**config.mk**
```make
export PLATFORM = sky130hd
export DESIGN_NAME = pipelined_cla_adder_flat
export DESIGN_NICKNAME = d
export VERILOG_FILES = /design/src/rtl/pipelined_cla_adder_if.sv /design/src/rtl/pipelined_cla_adder.sv /design/src/flat_wrapper.sv
export SDC_FILE = /design/constraint.sdc
export NUM_CORES = 1
export LEC_CHECK = 0
export CAP_MARGIN = 20
export CORE_MARGIN = 5
export CORE_UTILIZATION = 45
export DETAILED_ROUTE_END_ITERATION = 6
export PLACE_DENSITY_LB_ADDON = 0.1
export SLEW_MARGIN = 20
export SYNTH_ARGS = -nofsm -noshare
export SYNTH_HDL_FRONTEND = slang
export SYNTH_SLANG_ARGS = --single-unit
export TNS_END_PERCENT = 10
```
**constraint.sdc**
```tcl
create_clock -name clk -period 3.7 [get_ports clk]
set_input_delay 0.555 -clock clk [delete_from_list [all_inputs] [get_ports clk]]
set_output_delay 0.555 -clock clk [all_outputs]
set_load 0.02 [all_outputs]
```
**src/rtl/pipelined_cla_adder_if.sv**
```systemverilog
// pipelined_cla_adder_if
//   Operand/result bundle for pipelined_cla_adder.
//   Parameter WIDTH must match the adder it connects to.
//
//   Producer side : in_valid, in_ready, a, b, cin, sub
//   Consumer side : out_valid, out_ready, sum, cout, overflow, zero
//
//   Modports:
//     slave  - the adder (takes operands, returns results)
//     master - whoever feeds operands and consumes results
interface pipelined_cla_adder_if #(
  parameter int WIDTH = 32
);
  logic             in_valid;
  logic             in_ready;
  logic [WIDTH-1:0] a;
  logic [WIDTH-1:0] b;
  logic             cin;
  logic             sub;
  logic             out_valid;
  logic             out_ready;
  logic [WIDTH-1:0] sum;
  logic             cout;
  logic             overflow;
  logic             zero;

  modport slave (
    input  in_valid, a, b, cin, sub, out_ready,
    output in_ready, out_valid, sum, cout, overflow, zero
  );

  modport master (
    output in_valid, a, b, cin, sub, out_ready,
    input  in_ready, out_valid, sum, cout, overflow, zero
  );
endinterface

```
**src/rtl/pipelined_cla_adder.sv**
```systemverilog
// pipelined_cla_adder
//   Two-stage pipelined carry-lookahead adder/subtractor, the ALU add/sub
//   datapath.  Computes sum = a + b' + c0 with b' = sub ? ~b : b and
//   c0 = sub ? 1 : cin.
//
//   Stage 1 registers bit propagate/generate, group propagate/generate
//   (WIDTH/GROUP groups of GROUP bits) and c0.  Stage 2 resolves group
//   carries, then in-group bit carries, and registers sum and flags.
//
//   Parameters:
//     WIDTH - operand/result width, multiple of GROUP, >= GROUP
//     GROUP - bits per lookahead group: 2, 4 or 8
//
//   Ports:
//     clk  - clock, rising edge
//     rst  - asynchronous active-high reset
//     bus  - pipelined_cla_adder_if.slave
//            in_valid/in_ready/a/b/cin/sub   operand channel
//            out_valid/out_ready/sum/cout/overflow/zero result channel
//
//   Build option:
//     CLA_FLAGS_EN - when defined, overflow and zero are computed and
//                    registered in stage 2; otherwise both read 0.
//
//   Handshake (both channels): a transfer happens on a rising edge where
//   valid & ready are both 1.  The sender holds valid and payload until
//   the transfer; ready may depend combinationally on the downstream ready
//   (in_ready follows out_ready through s2_adv).  While out_valid=1 and
//   out_ready=0 the result outputs hold stable.
module pipelined_cla_adder #(
  parameter int WIDTH = 32,
  parameter int GROUP = 4
) (
  input  logic                 clk,
  input  logic                 rst,
  pipelined_cla_adder_if.slave bus
);

  localparam int NG = WIDTH / GROUP;

  // Handshake / pipeline control
  logic s1_valid_d, s1_valid_q;
  logic s2_valid_d, s2_valid_q;
  logic s2_adv;
  logic s1_load;
  logic s2_load;

  // Stage 1 state
  logic [WIDTH-1:0] p_d, p_q;
  logic [WIDTH-1:0] g_d, g_q;
  logic [NG-1:0]    gp_d, gp_q;
  logic [NG-1:0]    gg_d, gg_q;
  logic             c0_d, c0_q;

  // Stage 2 state
  logic [WIDTH-1:0] sum_d, sum_q;
  logic             cout_d, cout_q;
`ifdef CLA_FLAGS_EN
  logic             overflow_d, overflow_q;
  logic             zero_d, zero_q;
`endif

  // S2 can take new data when empty or when its result leaves this cycle.
  // S1 can take new data when empty or when it can move into S2.
  always_comb begin
    s2_adv     = !s2_valid_q || bus.out_ready;
    s1_load    = bus.in_valid && (!s1_valid_q || s2_adv);
    s2_load    = s1_valid_q && s2_adv;
    s1_valid_d = s1_load || (s1_valid_q && !s2_adv);
    s2_valid_d = s2_adv ? s1_valid_q : s2_valid_q;
  end

  // Stage 1: effective operand, bit and group propagate/generate.
  always_comb begin : s1_comb
    logic [WIDTH-1:0] b_eff;
    logic             pk;
    logic             gk;
    b_eff = bus.sub ? ~bus.b : bus.b;
    c0_d  = bus.sub | bus.cin;
    p_d   = bus.a ^ b_eff;
    g_d   = bus.a & b_eff;
    gp_d  = '0;
    gg_d  = '0;
    for (int k = 0; k < NG; k++) begin
      pk = 1'b1;
      gk = 1'b0;
      // Walking LSB->MSB builds g[msb] | p[msb]&g[msb-1] | ... incrementally.
      for (int i = 0; i < GROUP; i++) begin
        pk = pk & p_d[k*GROUP + i];
        gk = g_d[k*GROUP + i] | (p_d[k*GROUP + i] & gk);
      end
      gp_d[k] = pk;
      gg_d[k] = gk;
    end
  end

  // Stage 2: group carries from registered P/G, then bit carries within each
  // group seeded by that group's carry-in.
  always_comb begin : s2_comb
    logic [NG:0]    gc;
    logic [WIDTH:0] c;
    gc    = '0;
    c     = '0;
    gc[0] = c0_q;
    for (int k = 0; k < NG; k++) begin
      gc[k+1] = gg_q[k] | (gp_q[k] & gc[k]);
    end
    for (int k = 0; k < NG; k++) begin
      c[k*GROUP] = gc[k];
      for (int i = 0; i < GROUP; i++) begin
        c[k*GROUP + i + 1] = g_q[k*GROUP + i] | (p_q[k*GROUP + i] & c[k*GROUP + i]);
      end
    end
    // The top group's carry-out equals gc[NG]; take it from the lookahead path.
    c[WIDTH] = gc[NG];
    sum_d    = p_q ^ c[WIDTH-1:0];
    cout_d   = c[WIDTH];
`ifdef CLA_FLAGS_EN
    overflow_d = c[WIDTH] ^ c[WIDTH-1];
    zero_d     = (sum_d == '0);
`endif
  end

  always_ff @(posedge clk or posedge rst) begin
    if (rst) begin
      s1_valid_q <= 1'b0;
      s2_valid_q <= 1'b0;
      p_q        <= '0;
      g_q        <= '0;
      gp_q       <= '0;
      gg_q       <= '0;
      c0_q       <= 1'b0;
      sum_q      <= '0;
      cout_q     <= 1'b0;
`ifdef CLA_FLAGS_EN
      overflow_q <= 1'b0;
      zero_q     <= 1'b0;
`endif
    end else begin
      s1_valid_q <= s1_valid_d;
      s2_valid_q <= s2_valid_d;
      if (s1_load) begin
        p_q  <= p_d;
        g_q  <= g_d;
        gp_q <= gp_d;
        gg_q <= gg_d;
        c0_q <= c0_d;
      end
      if (s2_load) begin
        sum_q      <= sum_d;
        cout_q     <= cout_d;
`ifdef CLA_FLAGS_EN
        overflow_q <= overflow_d;
        zero_q     <= zero_d;
`endif
      end
    end
  end

  assign bus.in_ready  = !s1_valid_q || s2_adv;
  assign bus.out_valid = s2_valid_q;
  assign bus.sum       = sum_q;
  assign bus.cout      = cout_q;
`ifdef CLA_FLAGS_EN
  assign bus.overflow  = overflow_q;
  assign bus.zero      = zero_q;
`else
  assign bus.overflow  = 1'b0;
  assign bus.zero      = 1'b0;
`endif

endmodule

```
**src/flat_wrapper.sv**
```systemverilog
// flat-port wrapper written by rule: the top's interface ports become plain ports
module pipelined_cla_adder_flat 
#(
  parameter int WIDTH = 32,
  parameter int GROUP = 4
)
  (clk, rst, bus_in_valid, bus_a, bus_b, bus_cin, bus_sub, bus_out_ready, bus_in_ready, bus_out_valid, bus_sum, bus_cout, bus_overflow, bus_zero);
  pipelined_cla_adder_if #(.WIDTH(WIDTH)) bus_i ();
  input  logic clk;
  input  logic rst;
  input wire logic [$bits(bus_i.in_valid)-1:0] bus_in_valid;
  input wire logic [$bits(bus_i.a)-1:0] bus_a;
  input wire logic [$bits(bus_i.b)-1:0] bus_b;
  input wire logic [$bits(bus_i.cin)-1:0] bus_cin;
  input wire logic [$bits(bus_i.sub)-1:0] bus_sub;
  input wire logic [$bits(bus_i.out_ready)-1:0] bus_out_ready;
  output wire logic [$bits(bus_i.in_ready)-1:0] bus_in_ready;
  output wire logic [$bits(bus_i.out_valid)-1:0] bus_out_valid;
  output wire logic [$bits(bus_i.sum)-1:0] bus_sum;
  output wire logic [$bits(bus_i.cout)-1:0] bus_cout;
  output wire logic [$bits(bus_i.overflow)-1:0] bus_overflow;
  output wire logic [$bits(bus_i.zero)-1:0] bus_zero;
  assign bus_i.in_valid = bus_in_valid;
  assign bus_i.a = bus_a;
  assign bus_i.b = bus_b;
  assign bus_i.cin = bus_cin;
  assign bus_i.sub = bus_sub;
  assign bus_i.out_ready = bus_out_ready;
  assign bus_in_ready = bus_i.in_ready;
  assign bus_out_valid = bus_i.out_valid;
  assign bus_sum = bus_i.sum;
  assign bus_cout = bus_i.cout;
  assign bus_overflow = bus_i.overflow;
  assign bus_zero = bus_i.zero;
  pipelined_cla_adder #(.WIDTH(WIDTH), .GROUP(GROUP)) u_core (.clk(clk), .rst(rst), .bus(bus_i));
endmodule
```
==> Yosys cells after proc, flatten, opt, wreduce, memory -nomap -nowiden <==
Cells that the tools add are included.
{ "totals": {"regBits": 115, "in_bits": 70, "out_inout_bits": 37} }
{ "classes": {"muxes": 1, "bitwise": 141, "reduce_logical": 9} }
{ "ops": {"columns": ["operator", "count"], "rows": [
  ["1-bit AND", 80],
  ["32-bit XOR", 2],
  ["1-bit bitwise OR", 57],
  ["32-bit AND", 1],
  ["32-bit 2-to-1 mux", 1],
  ["32-bit NOT", 1],
  ["1-bit logical AND", 3],
  ["1-bit zero test", 3],
  ["1-bit logical OR", 3]
]} }

==> Depth between registers and ports, before layout <==
{ "logic_depth": {"word_depth": 21, "ltp_mapped": 12, "ltp_nobuf": 12} }

==> Worst setup path after synthesis <==
Ideal clock, no wire load.
{ "synth_path": {"path_kind": "reg-to-reg", "start": "register u_core.c0_q", "end": "register u_core.sum_q[22] (netlist: u_core.bus.sum[22])", "setup_ps": 125, "t_arrival_ps": 2484, "required_ps": 3575, "setup_slack_ps": 1091, "path_stages_with_launch": 11, "path_buffers": 0, "synth_period_minus_slack_ps": 2609, "cell_sequence": "dfrtp_1 > a211oi_2 > o21bai_1 > a21o_1 > a21o_1 > ha_1 > or2_2 > ha_1 > or2_2 > ha_1 > mux2_2"} }
{ "synth_between": {"elab_chain_len": 15} }
{ "synth_lines": {"columns": ["item", "line_no", "source"], "rows": [
  ["from (decl)", "pipelined_cla_adder.sv:53", "logic c0_d, c0_q;"],
  ["from (signal assigned)", "pipelined_cla_adder.sv:132", "c0_q <= 1'b0;"],
  ["from (signal assigned)", "pipelined_cla_adder.sv:147", "c0_q <= c0_d;"],
  ["1-bit AND", "pipelined_cla_adder.sv:106", "gc[k+1] = gg_q[k] | (gp_q[k] & gc[k]);"],
  ["1-bit bitwise OR", "pipelined_cla_adder.sv:106", null],
  ["1-bit AND", "pipelined_cla_adder.sv:106", null],
  ["1-bit bitwise OR", "pipelined_cla_adder.sv:106", null],
  ["1-bit AND", "pipelined_cla_adder.sv:106", null],
  ["1-bit bitwise OR", "pipelined_cla_adder.sv:106", null],
  ["1-bit AND", "pipelined_cla_adder.sv:106", null],
  ["1-bit bitwise OR", "pipelined_cla_adder.sv:106", null],
  ["1-bit AND", "pipelined_cla_adder.sv:106", null],
  ["1-bit bitwise OR", "pipelined_cla_adder.sv:106", null],
  ["1-bit AND", "pipelined_cla_adder.sv:111", "c[k*GROUP + i + 1] = g_q[k*GROUP + i] | (p_q[k*GROUP + i] & c[k*GROUP + i]);"],
  ["1-bit bitwise OR", "pipelined_cla_adder.sv:111", null],
  ["1-bit AND", "pipelined_cla_adder.sv:111", null],
  ["1-bit bitwise OR", "pipelined_cla_adder.sv:111", null],
  ["32-bit XOR", "pipelined_cla_adder.sv:116", "sum_d = p_q ^ c[WIDTH-1:0];"],
  ["net u_core.sum_d[22]", "pipelined_cla_adder.sv:56", "logic [WIDTH-1:0] sum_d, sum_q;"],
  ["to (signal assigned)", "pipelined_cla_adder.sv:150", "sum_q <= sum_d;"],
  ["to (decl)", "pipelined_cla_adder.sv:56", null]
]} }
The timed path passes the listed nets, and every way through them passes these cells.
A chain may end at the register's enable or synchronous reset.

==> Worst setup path after layout <==
{ "layout_path": {"start": "register u_core.c0_q", "end": "register u_core.sum_q[23] (netlist: u_core.bus.sum[23])"} }
{ "layout_between": {"elab_chain_len": 17} }
{ "layout_lines": {"columns": ["item", "line_no"], "rows": [
  ["1-bit AND", "pipelined_cla_adder.sv:106"],
  ["1-bit bitwise OR", "pipelined_cla_adder.sv:106"],
  ["1-bit AND", "pipelined_cla_adder.sv:106"],
  ["1-bit bitwise OR", "pipelined_cla_adder.sv:106"],
  ["1-bit AND", "pipelined_cla_adder.sv:106"],
  ["1-bit bitwise OR", "pipelined_cla_adder.sv:106"],
  ["1-bit AND", "pipelined_cla_adder.sv:106"],
  ["1-bit bitwise OR", "pipelined_cla_adder.sv:106"],
  ["1-bit AND", "pipelined_cla_adder.sv:106"],
  ["1-bit bitwise OR", "pipelined_cla_adder.sv:106"],
  ["1-bit AND", "pipelined_cla_adder.sv:111"],
  ["1-bit bitwise OR", "pipelined_cla_adder.sv:111"],
  ["1-bit AND", "pipelined_cla_adder.sv:111"],
  ["1-bit bitwise OR", "pipelined_cla_adder.sv:111"],
  ["1-bit AND", "pipelined_cla_adder.sv:111"],
  ["1-bit bitwise OR", "pipelined_cla_adder.sv:111"],
  ["32-bit XOR", "pipelined_cla_adder.sv:116"]
]} }
No other way between the ends.

==> summary.txt <==
Detailed routing
  • WL/cell: around 16 um
  • DR iter-0 viols: 182
  • Post-route DRC violation count: 0
  • Routed WL: 11500 um
  • Via density: 4.92
  • Final ANT Viol Nets: 0
  • DR vias: roughly 3500
  • Initial DRT Pass Iterations: 4

Clock network
  • Longest Clk Path Bufs: 2
  • CTS tree: yes
  • TritonCTS Buffers: 9
  • CTS H-tree depth: 3
  • Clock-pin slew on the worst setup and hold paths: 0.07 ns
  • Hold-fix buffers, CTS: 0
  • TritonCTS Sinks: 108
  • Post-CTS sizing: 0
  • Clk root buf: clkbuf_16
  • Number of buffers inserted by post-CTS setup repair: 0
  • Clk Latency, worst-skew pair: 0.35 ns

Die
  • Ports: 107
  • Die Y: 124 um
  • Starting Density: 46.1%
  • Row count: between 40 and 50
  • Die Wd: 124 um
  • Die area: 0.0153 mm^2
  • Area of the core: approximately 0.013 mm^2

STA
  • Worst Max-Slew Pin Slew: 1.01 ns
  • Fin. max-slew vios: 0
  • Fin. Hold Viols: 0
  • Slew margin rel.: between 30 and 40%
  • Hold_ws: 0.477 ns
  • Max Clock Skew: ~0.011 ns
  • Setup TNS: 0 ns
  • Max Fclk: around 350 MHz
  • Tcrit/Tclk final: 76.6%
  • Final min period: 2.83 ns
  • RSZ-0062 raised after global routing: false
  • Setup-failing EPs final: 0

Run
  • Number of max-cap violations: 0

Setup path
  • Worst setup SP type: register
  • R2r setup slk: 0.87 ns
  • Setup crit start: u_core.c0_q
  • Crit path capture: u_core.bus.sum[23]
  • CP Max Fanout: 4
  • Worst r2r path cells: 12
  • Critical path capture point type: register
  • Req. time, crit path: 3.89 ns
  • Worst Path Class, Setup: register to register
  • WP data arrival: 3.02 ns
  • RR Endpoint: u_core.bus.sum[23]
  • Worst r2r src: u_core.c0_q

Finish
  • Nets@finish: between 600 and 700
  • Syn-to-layout area delta: 23.4%
  • Finished Core Util: a little under three fifths
  • Post-route insts no fill: 714
  • # diodes: 0
  • Commonest non-fill, non-tap cells in the layout: 108 x dfrtp_1, 103 x clkdlybuf4s50_1, 56 x mux2_4, 56 x ha_1, 40 x xor2_1
  • Fillers: about 1100
  • Share of cells above drive strength 1: 22.1%
  • Most common cell after layout, fill and taps aside: dfrtp_1

Synth
  • Mean Syn Cell Area: approximately 13 um^2
  • Synth cell types: 33
  • Yosys top cell area share: 46.3%
  • Synth area leader: dfrtp_1
  • Sequential area share after synthesis: 46.3%
  • Ranking of synthesized cells by area: dfrtp_1 46%, mux2_4 14%, ha_1 12%
  • Synth Register Bits: approximately 110
  • Synth warn: 0
  • Gate Count Post-Synth: between 400 and 500
  • Mapped Area: 0.00584 mm^2

Power and ir drop
  • Pleak: 3.49 nW
  • Power density cells: between 500 and 600 mW/mm^2
  • Peak supply drop: 0.000295 V

Place
  • Placer Congestion: 0.753
  • Post-DP HPWL: 8340 um
  • Port bufs: approximately 100
  • Placed cells: 699

Global routing
  • Initial antenna violation count: 0
  • Overall Global Routing Usage: 16.1%
  • GRT Residual Overflow: 0
  • Largest net degree at the start of global routing: between 90 and 100
  • Number of global-route vias before repair: 3808
  • First-pass GRT wire length: around 19000 um

Hold path
  • Min-Delay Path Class: register to register

Outcome
  • Status: finished clean
[how the worst min path moves through the flow]
stage                              to         startpoint  slack (ns)  cells past startpoint
floorplan              u_core.gp_q[7]     u_core.gp_q[7]        0.44                      2
global placement    u_core.bus.sum[7]  u_core.bus.sum[7]        0.46                      2
detailed placement  u_core.bus.sum[7]  u_core.bus.sum[7]        0.47                      2
CTS                 u_core.bus.sum[7]  u_core.bus.sum[7]        0.48                      2
global route           u_core.gp_q[2]     u_core.gp_q[2]        0.51                      2
finish              u_core.bus.sum[7]  u_core.bus.sum[7]        0.48                      2
[worst max-delay path, stage by stage, from the launching register on]
cell and delay (ns):
dfrtp_1 0.43, a211oi_2 0.26, o21bai_1 0.14, a21o_1 0.21, a21o_1 0.20, ha_1 0.17
or2_2 0.29, ha_1 0.17, or2_2 0.29, ha_1 0.17, nor2_1 0.13, xor2_1 0.15
o21ai_0 0.08
[per-layer routing]
layer	track usage [%]	vias to the layer above	part of all wire [%]
li1	-	1728	-
met1	20.9	1716	45
met2	26.7	61	49
met3	3.86	8	3.9
met4	4.78	0	1.2
met5	0	-	0
[report_power, final]
part / switching [W] / internal [W]
Sequential: 0.000202 / 0.00151
Combinational: 0.000676 / 0.000876
Clock: 0.000416 / 0.000489
[synthesized netlist by cell type (all sizes together)]
cell,n
and2,1
o211ai,1
ha,56
inv,1
a21o,20
or2,17
nand3b,1
nand2b,4
nand3,1
clkbuf,1
buf,18
conb,1
o21bai,1
o21ai,27
xor2,40
nor3,1
nand2,28
nand4,8
mux2,80
mux2i,1
dfrtp,108
nor4,1
nor2,9
a21oi,10
a211oi,1
[kinds of logic (layout without fill, tap and decap cells)]
family          Yosys count  after routing  synth area share (%)
flops                   108            108                  46.3
mux                      81             81                  19.2
simple gates             71             71                  6.54
compound gates           60             60                  6.22
fa+ha+maj                56             56                  12.0
xor+xnor                 40             40                  6.00
buf+inv                  20            124                  3.64
other cells               1              2                0.0643
[registers in the layout (all words and copies together), names as in the netlist]
name,cells
u_core.c0_q,1
u_core.bus.sum,32
u_core.gg_q,8
u_core.s1_valid_q,1
u_core.gp_q,8
u_core.p_q,32
u_core.bus.out_valid,1
u_core.g_q,24
u_core.bus.cout,1
[layout make-up]
cell class                 count  area [um^2]  area share (%)
multi-input combinational    310         2920            40.6
tap                          172          215            2.99
sequential                   108         2700            37.5
clock inverter                 2         10.0           0.139
clock buffer                  13          260            3.61
inverter                       1         8.76           0.122
timing repair buffer         108         1080            15.0
[per-stage QoR]
step / total power [W] / cell area, um^2 / worst slack [ns]
2_1_floorplan: 0.00267 / 5840 / 0.299
3_3_place_gp: 0.00329 / 6930 / 0.912
3_5_place_dp: 0.00332 / 6930 / 0.809
4_1_cts: 0.00424 / 7200 / 0.813
5_1_grt: 0.00444 / 7200 / 0.676
6_report: 0.00417 / 7200 / 0.866
(Power assumes the default switching activity.)
